$ cat src/rtl/fetch_ctrl_if.sv
// Instruction-memory bus and fetch-to-decode handshake of fetch_ctrl.
// The master side is the fetch controller; the slave side is memory plus decode.
interface fetch_ctrl_if;
    logic        imem_req;
    logic [31:0] imem_addr;
    logic        imem_ack;
    logic [31:0] imem_rdata;
    logic        if_valid;
    logic [31:0] if_pc;
    logic [31:0] if_instr;
    logic        if_ready;

    modport master (
        output imem_req, imem_addr, if_valid, if_pc, if_instr,
        input  imem_ack, imem_rdata, if_ready
    );

    modport slave (
        input  imem_req, imem_addr, if_valid, if_pc, if_instr,
        output imem_ack, imem_rdata, if_ready
    );
endinterface

$ cat src/rtl/fetch_ctrl.sv
// Instruction fetch controller: one outstanding request, redirect squash via a kill flag.
// Optional FETCH_STALL_CNT_EN adds stall_cnt, counting cycles a request waits for its ack.
module fetch_ctrl #(
    parameter logic [31:0] RESET_PC = 32'h0000_3000
) (
    input  logic        clk,
    input  logic        rst,
    input  logic        stall,
    input  logic        redir_valid,
    input  logic [1:0]  redir_op,
    input  logic [31:0] redir_pc,
    input  logic [25:0] redir_imm,
    output logic [31:0] npc_pc,
    output logic [1:0]  npc_op,
    output logic [25:0] npc_imm,
    input  logic [31:0] npc,
`ifdef FETCH_STALL_CNT_EN
    output logic [31:0] stall_cnt,
`endif
    fetch_ctrl_if.master bus
);
    typedef enum logic [1:0] {IDLE, FETCH, HOLD} state_t;

    localparam logic [1:0] OP_PLUS4  = 2'b00;
    localparam logic [1:0] OP_BRANCH = 2'b01;
    localparam logic [1:0] OP_JUMP   = 2'b10;

    state_t      state;
    logic [31:0] pc;
    logic [31:0] req_addr;
    logic        kill;
    logic        req_on;
    logic        out_valid;
    logic [31:0] out_pc;
    logic [31:0] out_instr;
    logic        release_hold;

    assign bus.imem_req  = req_on;
    assign bus.imem_addr = req_addr;
    assign bus.if_valid  = out_valid;
    assign bus.if_pc     = out_pc;
    assign bus.if_instr  = out_instr;

    assign release_hold = bus.if_ready && !stall;

    // The next-PC unit is shared: a redirect borrows it, otherwise it computes req_addr + 4.
    always_comb begin
        // NOTE: every output gets a default first, so no path through this block infers a latch.
        npc_pc  = req_addr;
        npc_op  = OP_PLUS4;
        npc_imm = '0;
        if (redir_valid) begin
            npc_pc  = redir_pc;
            npc_op  = (redir_op == OP_BRANCH) ? OP_BRANCH : OP_JUMP;
            npc_imm = redir_imm;
        end
    end

    always_ff @(posedge clk or negedge rst) begin
        if (!rst) begin
            state     <= IDLE;
            pc        <= RESET_PC;
            req_addr  <= RESET_PC;
            kill      <= 1'b0;
            req_on    <= 1'b0;
            out_valid <= 1'b0;
            out_pc    <= '0;
            out_instr <= '0;
        end else begin
            // NOTE: non-blocking assignments, so every branch below reads pre-edge register values.
            case (state)
                IDLE: begin
                    state    <= FETCH;
                    req_on   <= 1'b1;
                    req_addr <= redir_valid ? npc : pc;
                    if (redir_valid) pc <= npc;
                end

                FETCH: begin
                    if (redir_valid) begin
                        pc <= npc;
                        if (bus.imem_ack) begin
                            kill     <= 1'b0;
                            req_addr <= npc;
                        end else begin
                            // The in-flight response belongs to the old path; drop it when it lands.
                            kill <= 1'b1;
                        end
                    end else if (bus.imem_ack) begin
                        if (kill) begin
                            kill     <= 1'b0;
                            req_addr <= pc;
                        end else begin
                            out_valid <= 1'b1;
                            out_pc    <= req_addr;
                            out_instr <= bus.imem_rdata;
                            pc        <= npc;
                            req_on    <= 1'b0;
                            state     <= HOLD;
                        end
                    end
                end

                HOLD: begin
                    if (redir_valid || release_hold) begin
                        out_valid <= 1'b0;
                        req_on    <= 1'b1;
                        state     <= FETCH;
                        req_addr  <= redir_valid ? npc : pc;
                        if (redir_valid) pc <= npc;
                    end
                end

                default: begin
                    state  <= IDLE;
                    req_on <= 1'b0;
                end
            endcase
        end
    end

`ifdef FETCH_STALL_CNT_EN
    always_ff @(posedge clk or negedge rst) begin
        if (!rst) begin
            stall_cnt <= '0;
        end else if (req_on && !bus.imem_ack) begin
            stall_cnt <= stall_cnt + 32'd1;
        end
    end
`endif
endmodule
$ cat src/flat_wrapper.sv
// flat-port wrapper written by rule: the top's interface ports become plain ports
module fetch_ctrl_flat 
#(
    parameter logic [31:0] RESET_PC = 32'h0000_3000
)
  (clk, rst, stall, redir_valid, redir_op, redir_pc, redir_imm, npc_pc, npc_op, npc_imm, npc, bus_imem_req, bus_imem_addr, bus_if_valid, bus_if_pc, bus_if_instr, bus_imem_ack, bus_imem_rdata, bus_if_ready);
  fetch_ctrl_if bus_i ();
  input  logic clk;
  input  logic rst;
  input  logic stall;
  input  logic redir_valid;
  input  logic [1:0] redir_op;
  input  logic [31:0] redir_pc;
  input  logic [25:0] redir_imm;
  output logic [31:0] npc_pc;
  output logic [1:0] npc_op;
  output logic [25:0] npc_imm;
  input  logic [31:0] npc;
  output wire logic [$bits(bus_i.imem_req)-1:0] bus_imem_req;
  output wire logic [$bits(bus_i.imem_addr)-1:0] bus_imem_addr;
  output wire logic [$bits(bus_i.if_valid)-1:0] bus_if_valid;
  output wire logic [$bits(bus_i.if_pc)-1:0] bus_if_pc;
  output wire logic [$bits(bus_i.if_instr)-1:0] bus_if_instr;
  input wire logic [$bits(bus_i.imem_ack)-1:0] bus_imem_ack;
  input wire logic [$bits(bus_i.imem_rdata)-1:0] bus_imem_rdata;
  input wire logic [$bits(bus_i.if_ready)-1:0] bus_if_ready;
  assign bus_imem_req = bus_i.imem_req;
  assign bus_imem_addr = bus_i.imem_addr;
  assign bus_if_valid = bus_i.if_valid;
  assign bus_if_pc = bus_i.if_pc;
  assign bus_if_instr = bus_i.if_instr;
  assign bus_i.imem_ack = bus_imem_ack;
  assign bus_i.imem_rdata = bus_imem_rdata;
  assign bus_i.if_ready = bus_if_ready;
  fetch_ctrl #(.RESET_PC(RESET_PC)) u_core (.clk(clk), .rst(rst), .stall(stall), .redir_valid(redir_valid), .redir_op(redir_op), .redir_pc(redir_pc), .redir_imm(redir_imm), .npc_pc(npc_pc), .npc_op(npc_op), .npc_imm(npc_imm), .npc(npc), .bus(bus_i));
endmodule
$ cat config.mk
export PLATFORM = sky130hd
export DESIGN_NAME = fetch_ctrl_flat
export DESIGN_NICKNAME = d
export VERILOG_FILES = /design/src/rtl/fetch_ctrl_if.sv /design/src/rtl/fetch_ctrl.sv /design/src/flat_wrapper.sv
export SDC_FILE = /design/constraint.sdc
export NUM_CORES = 1
export LEC_CHECK = 0
export BUFFER_PORTS_ARGS = -buffer_cell sky130_fd_sc_hd__buf_2
export CAP_MARGIN = 5
export CORE_MARGIN = 2
export CORE_UTILIZATION = 35
export DETAILED_ROUTE_END_ITERATION = 16
export PLACE_DENSITY = 0.66
export SYNTH_ARGS = -nofsm -noshare
export SYNTH_HDL_FRONTEND = slang
export SYNTH_SLANG_ARGS = --single-unit
$ cat constraint.sdc
create_clock -name clk -period 2.29 [get_ports clk]
set_clock_uncertainty 0.05 [all_clocks]
set_input_delay 0.1145 -clock clk [delete_from_list [all_inputs] [get_ports clk]]
set_output_delay 0.1145 -clock clk [all_outputs]
set_load 0.03 [all_outputs]
# After elaboration in Yosys (flattened, before gate mapping)
# Cells that the tools add are included.
[totals] register_bits=133 inputBits=130 output_inout_bits=158 elab_cells=66
[op_classes] eq_ne=10 n_mux=33 bitwise_logic=2 n_reduce_logical=13
[ops] operator="32-bit 2-to-1 mux" count=10
[ops] operator="32-bit case mux with 3 select lines" count=2
[ops] operator="26-bit 2-to-1 mux" count=1
[ops] operator="4-bit AND reduction" count=4
[ops] operator="2-bit 2-to-1 mux" count=6
[ops] operator="1-bit 2-to-1 mux" count=11
[ops] operator="2-bit inequality test (second input constant)" count=3
[ops] operator="3-bit inequality test (second input constant)" count=2
[ops] operator="2-bit case mux with 3 select lines" count=1
[ops] operator="5-bit AND reduction" count=1
[ops] operator="2-bit by 1-bit == test with 1-bit output (second input constant)" count=2
[ops] operator="2-bit nonzero test" count=2
[ops] operator="3-bit by 2-bit inequality test with 1-bit output (second input constant)" count=1
[ops] operator="1-bit case mux with 3 select lines" count=1
[ops] operator="3-bit nonzero test" count=1
[ops] operator="2-bit == test (second input constant)" count=1
[ops] operator="2-bit logical NOT" count=1
[ops] operator="2-bit by 1-bit inequality test with 1-bit output (second input constant)" count=1
[ops] operator="1-bit inverter" count=2
[ops] operator="1-bit case mux with 2 select lines" count=1
[ops] operator="2-bit AND reduction" count=1
[ops] operator="1-bit logical AND" count=1
[ops] operator="1-bit logical NOT" count=1
[ops] operator="1-bit logical OR" count=1

# Longest topological paths before layout
# Gate-level depths: netlist of run 1.
[logic_depth] word_depth=5 ltp_mapped=6 mapped_depth_nobuf=3

# Worst setup path before layout of run 1
# Ideal clock, no wire load.
[synth_timing] path_type="register -> register" startpoint="reg u_core.state[0]" endpoint="reg u_core.out_pc[10] (netlist: u_core.bus.if_pc[10])" setup_time_ps=125 arrival_ps=1779 required_time_ps=2115 path_slack_ps=336 stages_incl_launch_ff=7 n_path_buf=3 period_less_slack_ps=1954 path_cell_list="dfrtp_1 clkbuf_1 nand2_1 or3_1 buf_6 buf_6 mux2_4"
[synth_via] elab_chain_len=2
[synth_rtl] item="start, declared" line="fetch_ctrl.sv:28" text="state_t state;"
[synth_rtl] item="start signal, assigned" line="fetch_ctrl.sv:61" text="state <= IDLE;"
[synth_rtl] item="start signal, assigned" line="fetch_ctrl.sv:73" text="state <= FETCH;"
[synth_rtl] item="start signal, assigned" line="fetch_ctrl.sv:99" text="state <= HOLD;"
[synth_rtl] item="2-bit by 1-bit == test with 1-bit output" line="fetch_ctrl.sv:71" text="case (state)"
[synth_rtl] item="4-bit AND reduction (no source line)"
[synth_rtl] item="end signal, assigned" line="fetch_ctrl.sv:95" text="out_pc <= req_addr;"
[synth_rtl] item="end, declared" line="fetch_ctrl.sv:34" text="logic [31:0] out_pc;"
# Every way passes these cells.
# A chain may end at the register's enable or synchronous reset.

# Worst setup path in the final report of run 1
[layout_timing] startpoint="reg u_core.kill" endpoint="reg u_core.req_addr[19] (netlist: u_core.bus.imem_addr[19])"
[layout_via] elab_chain_len=2
[layout_rtl] item="start, declared" line="fetch_ctrl.sv:31" text="logic kill;"
[layout_rtl] item="start signal, assigned" line="fetch_ctrl.sv:64" text="kill <= 1'b0;"
[layout_rtl] item="start signal, assigned" line="fetch_ctrl.sv:83" text="kill <= 1'b0;"
[layout_rtl] item="start signal, assigned" line="fetch_ctrl.sv:87" text="kill <= 1'b1;"
[layout_rtl] item="3-bit by 2-bit inequality test with 1-bit output (no source line)"
[layout_rtl] item="4-bit AND reduction (no source line)"
[layout_rtl] item="end signal, assigned" line="fetch_ctrl.sv:75" text="req_addr <= redir_valid ? npc : pc;"
[layout_rtl] item="end signal, assigned" line="fetch_ctrl.sv:84" text="req_addr <= npc;"
[layout_rtl] item="end signal, assigned" line="fetch_ctrl.sv:92" text="req_addr <= pc;"
[layout_rtl] item="end, declared" line="fetch_ctrl.sv:30" text="logic [31:0] req_addr;"
# Every way passes these cells.

==> results.cfg, run 1 <==
[global_route]
gr-total-overflow = 0
grt_usage_pct = 18.9
grt_pass1_wl_microns = 26900
grt_max_degree = 53
grt_pass1_vias = 5015
antenna_found_initial = 0

[cells_and_area]
multi_input_area_sq_mm = 0.00266
num_antenna_cells = 0
final_common_cell = buf_2
syn2layout_area_growth_pct = 48.9
drive_gt1_share_pct = 58.0
register_area_sq_mm = 0.00331
nets = 924
n_fill_cell = 1530
final_area_sq_mm = 0.00916
final_core_util_pct = 53.1
layout_common_cells = 285 x buf_2, 128 x dfrtp_1, 90 x mux2_2
layout.cells.non_filler = 1032

[critical_path]
worstSetupPathType = flop to flop
cp_max_fo = 34
path_buf_inv = 1
reg2reg_setup_slack_ns = 0.28
end_kind = flop
required_ns = 2.47
cp_slowest_cell = a21bo_2
critical-path-max-stage-delay_ns = 0.71
cp-start-kind = flop
rr_worst_depth = 4
arrival_ns = 2.19
path_cells = or2_1 -> buf_4 -> a21bo_2 -> a32oi_1
r2r_end = u_core.bus.imem_addr[19]$_DFFE_PN0P_
r2r-start = u_core.kill$_DFFE_PN0P_
critPathTopFamily = compound AO/OA/AOI/OAI gates

[synth]
synthCells = 446
avgSynthCellArea_sq_um = 13.8
yosysSeqAreaShare_pct = 53.8
yosys.area.top_type_share_pct = 52.1
syn-num-nets = 576
synth_compound_area_share_pct = 8.44
synth_top_cell_by_area = dfrtp_1
netlist_top_cells_area = dfrtp_1 52%, mux2_2 16%, mux2_4 9.3%
syn-cell-area_sq_mm = 0.00615
synthAdderAreaFrac_pct = 0
ys_warn_count = 0
synth_cell_type_count = 25
synth_mux_area_share_pct = 31.0
synth_seq_cells = 132
synthSimpleGateAreaFrac_pct = 3.54
synth_top_family_by_area = multiplexers
synthXorXnorAreaFrac_pct = 0

[power_and_ir_drop]
finalPower_mw = 12.9
seqPwrFrac_pct = 32.6
powerDensity_mw_per_mm2 = 1410
p_int_mw = 7.54
swShare_pct = 41.6
p_leak_nw = 4.46
p_comb_share_pct = 45.1
switchingPower_mw = 5.37
vdd_drop_max_uv = 642
pwr-share-clk_pct = 22.4

[clocking]
clock_sinks = 132
cts.htree.levels = 4
insertion_delay_ns = 0.41
ctsResizeCount = 0
post-cts-setup-buffers = 0
root_buffer = clkbuf_16
cts_inserted_buffers = 17
cts_tree = yes
clk_path_buf_depth = 2
clk_pin_slew_worst_paths_ns = 0.06

[sta]
min_period_over_period_pct = 87.8
rsz0062_at_grt = no
timing.final.ws_setup_ns = 0.279
tns_ns = 0
whs_ns = 0.0583
fmax_mhz = 497
slew_viol_final = 0
relSlewSlack_pct = 49.7
finalCriticalPeriod_ns = 2.01
finalSetupViolCount = 0
finalHoldViolations = 0
worst_pin_slew_ns = 0.754

[die]
die_w_microns = 137
core-area_sq_mm = 0.0172
initial_core_util_pct = 35.7
io_pins = 288
die_area_sq_mm = 0.0187
die_h_microns = 137
std_cell_rows = 48

[place]
dp_hpwl_microns = 12000
dp_cells = 934
post-place-ws_ns = 0.295
placed_area_sq_mm = 0.00786
io_buffers = 287
gp_congestion = 0.771

[worst_hold_path]
whs_path_depth = 4
worstHoldStart = redir_valid
min-delay-path-class = primary input to flop
hold_end = u_core.state[1]$_DFFE_PN0P_

[detailed_routing]
wl_met3_microns = 942
avgRoutedWirePerCell_microns = 17.1
antenna_left = 0
wl_microns = 17600
viasPerCell = 4.88
drt_iter0_drc = 172
dr.max_layer_used = met4
via_count = 5034
drt-met1-wl_microns = 7290
drcViolationCount = 0
wl_met2_microns = 9070
first_pass_iters = 4

[outcome]
status = completed

[flow_run]
max_cap_violations = 0
==> layout make-up <==
type	count	share of cell area [%]
clock buffers	23	5.44
inverters	4	0.164
clock inverters	9	1.54
well taps	225	3.07
multi-input cells	272	29.0
repair buffers	367	24.7
flip-flops and latches	132	36.1
==> routing by layer <==
metal,GRT usage (%),vias up
met3,3.48,19
li1,-,2350
met2,32.9,195
met1,23.1,2470
met5,0,-
met4,7.52,0
==> cell families (layout without fill, tap and decap cells) <==
kind of cell    count (synthesis)  after routing
mux                           160            160
simple gates                   36             36
compound gates                 76             76
buf+inv                        42            403
flops                         132            132
==> Yosys cell counts <==
cell type and instances:
a31oi_1 2, nand2b_1 2, mux2_2 90, clkbuf_1 18, inv_1 4, buf_2 6
a21o_1 1, buf_6 5, a221o_1 1, and3_1 1, mux2_4 38, a21bo_2 1
buf_1 9, mux2i_1 32, and2_1 26, or2_1 1, o21ai_0 2, o22a_1 1
dfrtp_1 128, or3_1 1, a32oi_1 32, nor2b_1 2, dfstp_2 4, nand2_1 3
a21oi_1 36
==> state kept, by name (all words and copies together), names as in the netlist <==
| signal | cells |
|---|---|
| u_core.bus.if_instr | 32 |
| u_core.bus.if_pc | 32 |
| u_core.state | 2 |
| u_core.kill | 1 |
| u_core.pc | 32 |
| u_core.bus.imem_addr | 32 |
| u_core.bus.if_valid | 1 |
==> worst max path at each step <==
stage | from | to | slack, ns | depth (start not counted)
2_1_floorplan | u_core.state[0]$_DFFE_PN0P_ | u_core.bus.if_pc[10]$_DFFE_PN0P_ | 0.34 | 6
3_3_place_gp | u_core.kill$_DFFE_PN0P_ | u_core.bus.imem_addr[4]$_DFFE_PN0P_ | 0.35 | 4
3_5_place_dp | u_core.kill$_DFFE_PN0P_ | u_core.bus.imem_addr[25]$_DFFE_PN0P_ | 0.30 | 4
4_1_cts | u_core.kill$_DFFE_PN0P_ | u_core.bus.imem_addr[25]$_DFFE_PN0P_ | 0.29 | 4
5_1_grt | u_core.kill$_DFFE_PN0P_ | u_core.bus.imem_addr[19]$_DFFE_PN0P_ | 0.14 | 4
6_report | u_core.kill$_DFFE_PN0P_ | u_core.bus.imem_addr[19]$_DFFE_PN0P_ | 0.28 | 4
==> power groups by stage <==
stage,clock [mW],sequential [mW],combinational [mW]
floorplan,0,5.82,2.33
global placement,0,4.21,5.70
detailed placement,0,4.24,5.77
CTS,2.94,4.22,5.87
global route,3.07,4.37,6.15
finish,2.89,4.20,5.82
==> repair_timing <==
action                     in CTS  in global routing
hold endpoints to repair      113                  0
hold buffers                   66                  0
setup endpoints to repair       0                  0
==> tightest hold or removal path: stages <==
cell     delay [ns]
buf_4          0.11
inv_1          0.09
nand2_1        0.07
o21ai_0        0.08
(Power assumes the default switching activity.)
==> run 2, diff against run 1 <==
CORE_MARGIN = unset   (was 2)
SETUP_SLACK_MARGIN = 0.05   (was unset)
==> results.cfg, run 2 (synthesized netlist as in run 1, its figures left out) <==
[critical_path]
worstSetupPathType = flop to flop
cp_max_fo = 32
arrival_ns = 2.24
cp-start-kind = flop
required_ns = 2.54
critical-path-max-stage-delay_ns = 0.74
cp_slowest_cell = a221o_2
path_cells = a21oi_1 -> a221o_2 -> mux2_2
end_kind = flop
reg2reg_setup_slack_ns = 0.30
rr_worst_depth = 3

[sta]
rsz0062_at_grt = no
finalSetupViolCount = 0
finalHoldViolations = 0
min_period_over_period_pct = 86.8
relSlewSlack_pct = 38.6
fmax_mhz = 503
slew_viol_final = 0
tns_ns = 0
worst_pin_slew_ns = 0.921
finalCriticalPeriod_ns = 1.99

[detailed_routing]
drt-met1-wl_microns = 7070
wl_met2_microns = 8380
viasPerCell = 4.89
avgRoutedWirePerCell_microns = 16.3
wl_met3_microns = 904
drcViolationCount = 0
via_count = 5028
dr.max_layer_used = met4
wl_microns = 16800
first_pass_iters = 4
drt_iter0_drc = 216
antenna_left = 0

[power_and_ir_drop]
p_leak_nw = 4.39
powerDensity_mw_per_mm2 = 1390
finalPower_mw = 12.6
vdd_drop_max_uv = 675

[die]
io_pins = 288
initial_core_util_pct = 35.7
die_area_sq_mm = 0.0181
die_h_microns = 135
die_w_microns = 135
core-area_sq_mm = 0.0172
std_cell_rows = 48

[clocking]
post-cts-setup-buffers = 0
clock_sinks = 132
cts_inserted_buffers = 17
cts.htree.levels = 4
clk_pin_slew_worst_paths_ns = 0.06
root_buffer = clkbuf_16
hold_buffers = 66
cts_tree = yes
insertion_delay_ns = 0.42
clk_path_buf_depth = 2
ctsResizeCount = 0

[global_route]
grt_usage_pct = 19.0
grt_max_degree = 67
grt_pass1_vias = 4953
gr-total-overflow = 0
grt_pass1_wl_microns = 26300
antenna_found_initial = 0

[cells_and_area]
multi_input_area_sq_mm = 0.00266
final_common_cell = buf_2
syn2layout_area_growth_pct = 47.0
layout_common_cells = 285 x buf_2, 128 x dfrtp_1, 90 x mux2_2
num_antenna_cells = 0
register_area_sq_mm = 0.00331
nets = 920
n_fill_cell = 1484
drive_gt1_share_pct = 57.9

[worst_hold_path]
min-delay-path-class = primary input to flop
whs_path_depth = 4

[place]
dp_hpwl_microns = 11000
gp_congestion = 0.785
io_buffers = 287

[outcome]
status = completed

[flow_run]
max_cap_violations = 0
run 2: changes by cell type in the layout (fill, tap and decap cells not counted), sizes merged:
| cell | before | now |
|---|---|---|
| bufinv | 3 | 1 |
| buf | 301 | 297 |
| inv | 6 | 8 |
| clkbuf | 23 | 20 |
| clkinv | 3 | 4 |
| clkinvlp | 1 | 3 |
run 2: path summary, 6_finish.rpt:
| check | start | endpoint |
|---|---|---|
| max | u_core.state[0]$_DFFE_PN0P_ | u_core.pc[9]$_DFFE_PN0P_ |
| min | redir_valid | u_core.state[1]$_DFFE_PN0P_ |
| max reg2reg | u_core.state[0]$_DFFE_PN0P_ | u_core.pc[9]$_DFFE_PN0P_ |
| min reg2reg | u_core.bus.if_instr[14]$_DFFE_PN0P_ | u_core.bus.if_instr[14]$_DFFE_PN0P_ |
| max in group asynchronous | rst | u_core.pc[12]$_DFFE_PN1P_ |
| min in group asynchronous | rst | u_core.bus.if_instr[23]$_DFFE_PN0P_ |
run 2: report_power, final:
part	switching [mW]	leakage, nW	internal (mW)
Sequential	0.761	1.51	3.43
Clock	1.07	0.274	1.57
Combinational	3.55	2.61	2.21
run 2: layout make-up:
type	count	area share [%]
sequential	132	36.6
clock inverter	12	1.36
timing repair buffer	363	24.4
inverter	4	0.166
tap	225	3.11
multi-input combinational	272	29.4
clock buffer	20	5.05
run 2: metrics by stage:
stage / hold slack (ns) / util (%) / setup WS [ns] / cells / area [sq um]
global route: 0.0875 / 52.5 / 0.211 / 1028 / 9040
CTS: 0.0262 / 52.5 / 0.290 / 1028 / 9040
detailed placement: 0.0403 / 45.3 / 0.315 / 930 / 7800
global placement: 0.0375 / 45.3 / 0.357 / 930 / 7800
floorplan: -0.231 / - / 0.336 / 446 / 6150
finish: 0.0448 / 52.5 / 0.302 / 1028 / 9040
run 2: layer usage:
| metal | track usage (%) | up-vias |
|---|---|---|
| li1 | - | 2343 |
| met1 | 23.8 | 2454 |
| met2 | 31.6 | 204 |
| met3 | 3.83 | 27 |
| met4 | 8.61 | 0 |
| met5 | 0 | - |
run 2: critical path, delay by kind of cell, from the launching register on:
| kind | cells | cell delay [ns] |
|---|---|---|
| AOI/OAI and AO/OA | 2 | 0.91 |
| DFF | 1 | 0.47 |
| muxes | 1 | 0.42 |
==> run 3, diff against run 2 <==
BUFFER_PORTS_ARGS = unset   (was -buffer_cell sky130_fd_sc_hd__buf_2)
DONT_BUFFER_PORTS = 1   (was unset)
PLACE_DENSITY = 0.52   (was 0.66)
RECOVER_POWER = 50   (was unset)
==> results.cfg, run 3 (synthesized netlist as in run 1, its figures left out) <==
[outcome]
status = finished, violations left
violations = hold timing

[sta]
finalCriticalPeriod_ns = 2.01
worst_pin_slew_ns = 0.933
timing.final.ws_setup_ns = 0.281
fmax_mhz = 498
rsz0062_at_grt = no
finalSetupViolCount = 0
finalHoldViolations = 132
slew_viol_final = 0
min_period_over_period_pct = 87.7
relSlewSlack_pct = 37.8
tns_ns = 0
whs_ns = -0.653

[clocking]
insertion_delay_ns = 0.42
hold_buffers = 67
cts_inserted_buffers = 17
root_buffer = clkbuf_16
clk_pin_slew_worst_paths_ns = 0.06
post-cts-setup-buffers = 0
cts.htree.levels = 4
clock_sinks = 132
cts_tree = yes
ctsResizeCount = 0
clk_path_buf_depth = 2

[critical_path]
end_kind = flop
critical-path-max-stage-delay_ns = 0.72
worstSetupPathType = flop to flop
cp_max_fo = 34
crit_end = u_core.bus.imem_addr[15]$_DFFE_PN0P_
critPathTopFamily = compound AO/OA/AOI/OAI gates
cp-start-kind = flop
arrival_ns = 2.20
critPathLaunch = u_core.kill$_DFFE_PN0P_
crit_cells = 4
r2r-start = u_core.kill$_DFFE_PN0P_
path_cells = or2_1 -> buf_4 -> a21bo_2 -> a32oi_1
reg2reg_setup_slack_ns = 0.28
cp_slowest_cell = a21bo_2
rr_worst_depth = 4
required_ns = 2.48
path_buf_inv = 1
r2r_end = u_core.bus.imem_addr[15]$_DFFE_PN0P_

[detailed_routing]
wl_microns = 16000
viasPerCell = 5.38
drcViolationCount = 0
via_count = 3983
drt_iter0_drc = 116
avgRoutedWirePerCell_microns = 21.6
antenna_left = 0
first_pass_iters = 4

[global_route]
gr-total-overflow = 0
grt_max_degree = 133
antenna_found_initial = 0
grt_pass1_vias = 4213
grt_pass1_wl_microns = 24300
grt_usage_pct = 18.0

[cells_and_area]
num_antenna_cells = 0
final_core_util_pct = 44.6
layout.cells.non_filler = 740
final_common_cell = dfrtp_1
layout_common_cells = 128 x dfrtp_1, 90 x mux2_2, 66 x dlygate4sd3_1
final_area_sq_mm = 0.00769
nets = 632
drive_gt1_share_pct = 34.4
syn2layout_area_growth_pct = 25.0
n_fill_cell = 1567

[place]
placed_area_sq_mm = 0.00634
post-place-ws_ns = 0.306
dp_hpwl_microns = 9920
io_buffers = 0
gp_congestion = 0.700
dp_cells = 641

[die]
initial_core_util_pct = 35.7
die_w_microns = 135
die_area_sq_mm = 0.0181
std_cell_rows = 48
core-area_sq_mm = 0.0172
die_h_microns = 135
io_pins = 288

[power_and_ir_drop]
p_leak_nw = 3.28
powerDensity_mw_per_mm2 = 1540
vdd_drop_max_uv = 563
finalPower_mw = 11.8

[worst_hold_path]
min-delay-path-class = primary input to async pin

[flow_run]
max_cap_violations = 0
[run 3: cell count changes in the layout (fill, tap and decap cells not counted), moves of 2 or more]
cell	before	now
inv_6	4	0
bufinv_16	1	4
buf_4	9	6
buf_2	285	0
and2_0	0	26
and2_1	26	0
clkbuf_8	2	4
[run 3: how the worst min path moves through the flow]
| stage | to | cells after the start |
|---|---|---|
| final | u_core.bus.imem_addr[20]$_DFFE_PN0P_ | 0 |
| after global placement | u_core.bus.if_pc[18]$_DFFE_PN0P_ | 0 |
| after floorplan | u_core.bus.if_instr[0]$_DFFE_PN0P_ | 0 |
| after detailed placement | u_core.bus.if_pc[18]$_DFFE_PN0P_ | 0 |
| after CTS | u_core.bus.if_pc[18]$_DFFE_PN0P_ | 0 |
| after global routing | u_core.bus.if_pc[18]$_DFFE_PN0P_ | 0 |
[run 3: where the power goes]
| group | leakage, nW | switching [mW] | internal [mW] |
|---|---|---|---|
| logic | 1.46 | 1.29 | 1.44 |
| clock network | 0.311 | 1.03 | 1.94 |
| registers | 1.51 | 2.74 | 3.40 |
| total | 3.28 | 5.06 | 6.78 |
[run 3: routing by layer]
metal / track usage [%] / vias to the layer above / part of all wire [%]
li1: - / 1763 / -
met1: 21.5 / 2043 / 41
met2: 31.8 / 164 / 52
met3: 4.32 / 13 / 5.0
met4: 6.30 / 0 / 1.2
met5: 0 / - / 0
[run 3: area by class of cell]
cell class                 instances  area [sq um]  area share (%)
timing repair buffer              75           773            10.1
tap                              225           282            3.66
sequential                       132          3310            43.0
clock inverter                    11           174            2.26
inverter                           4          15.0           0.195
clock buffer                      21           480            6.25
multi-input combinational        272          2660            34.5
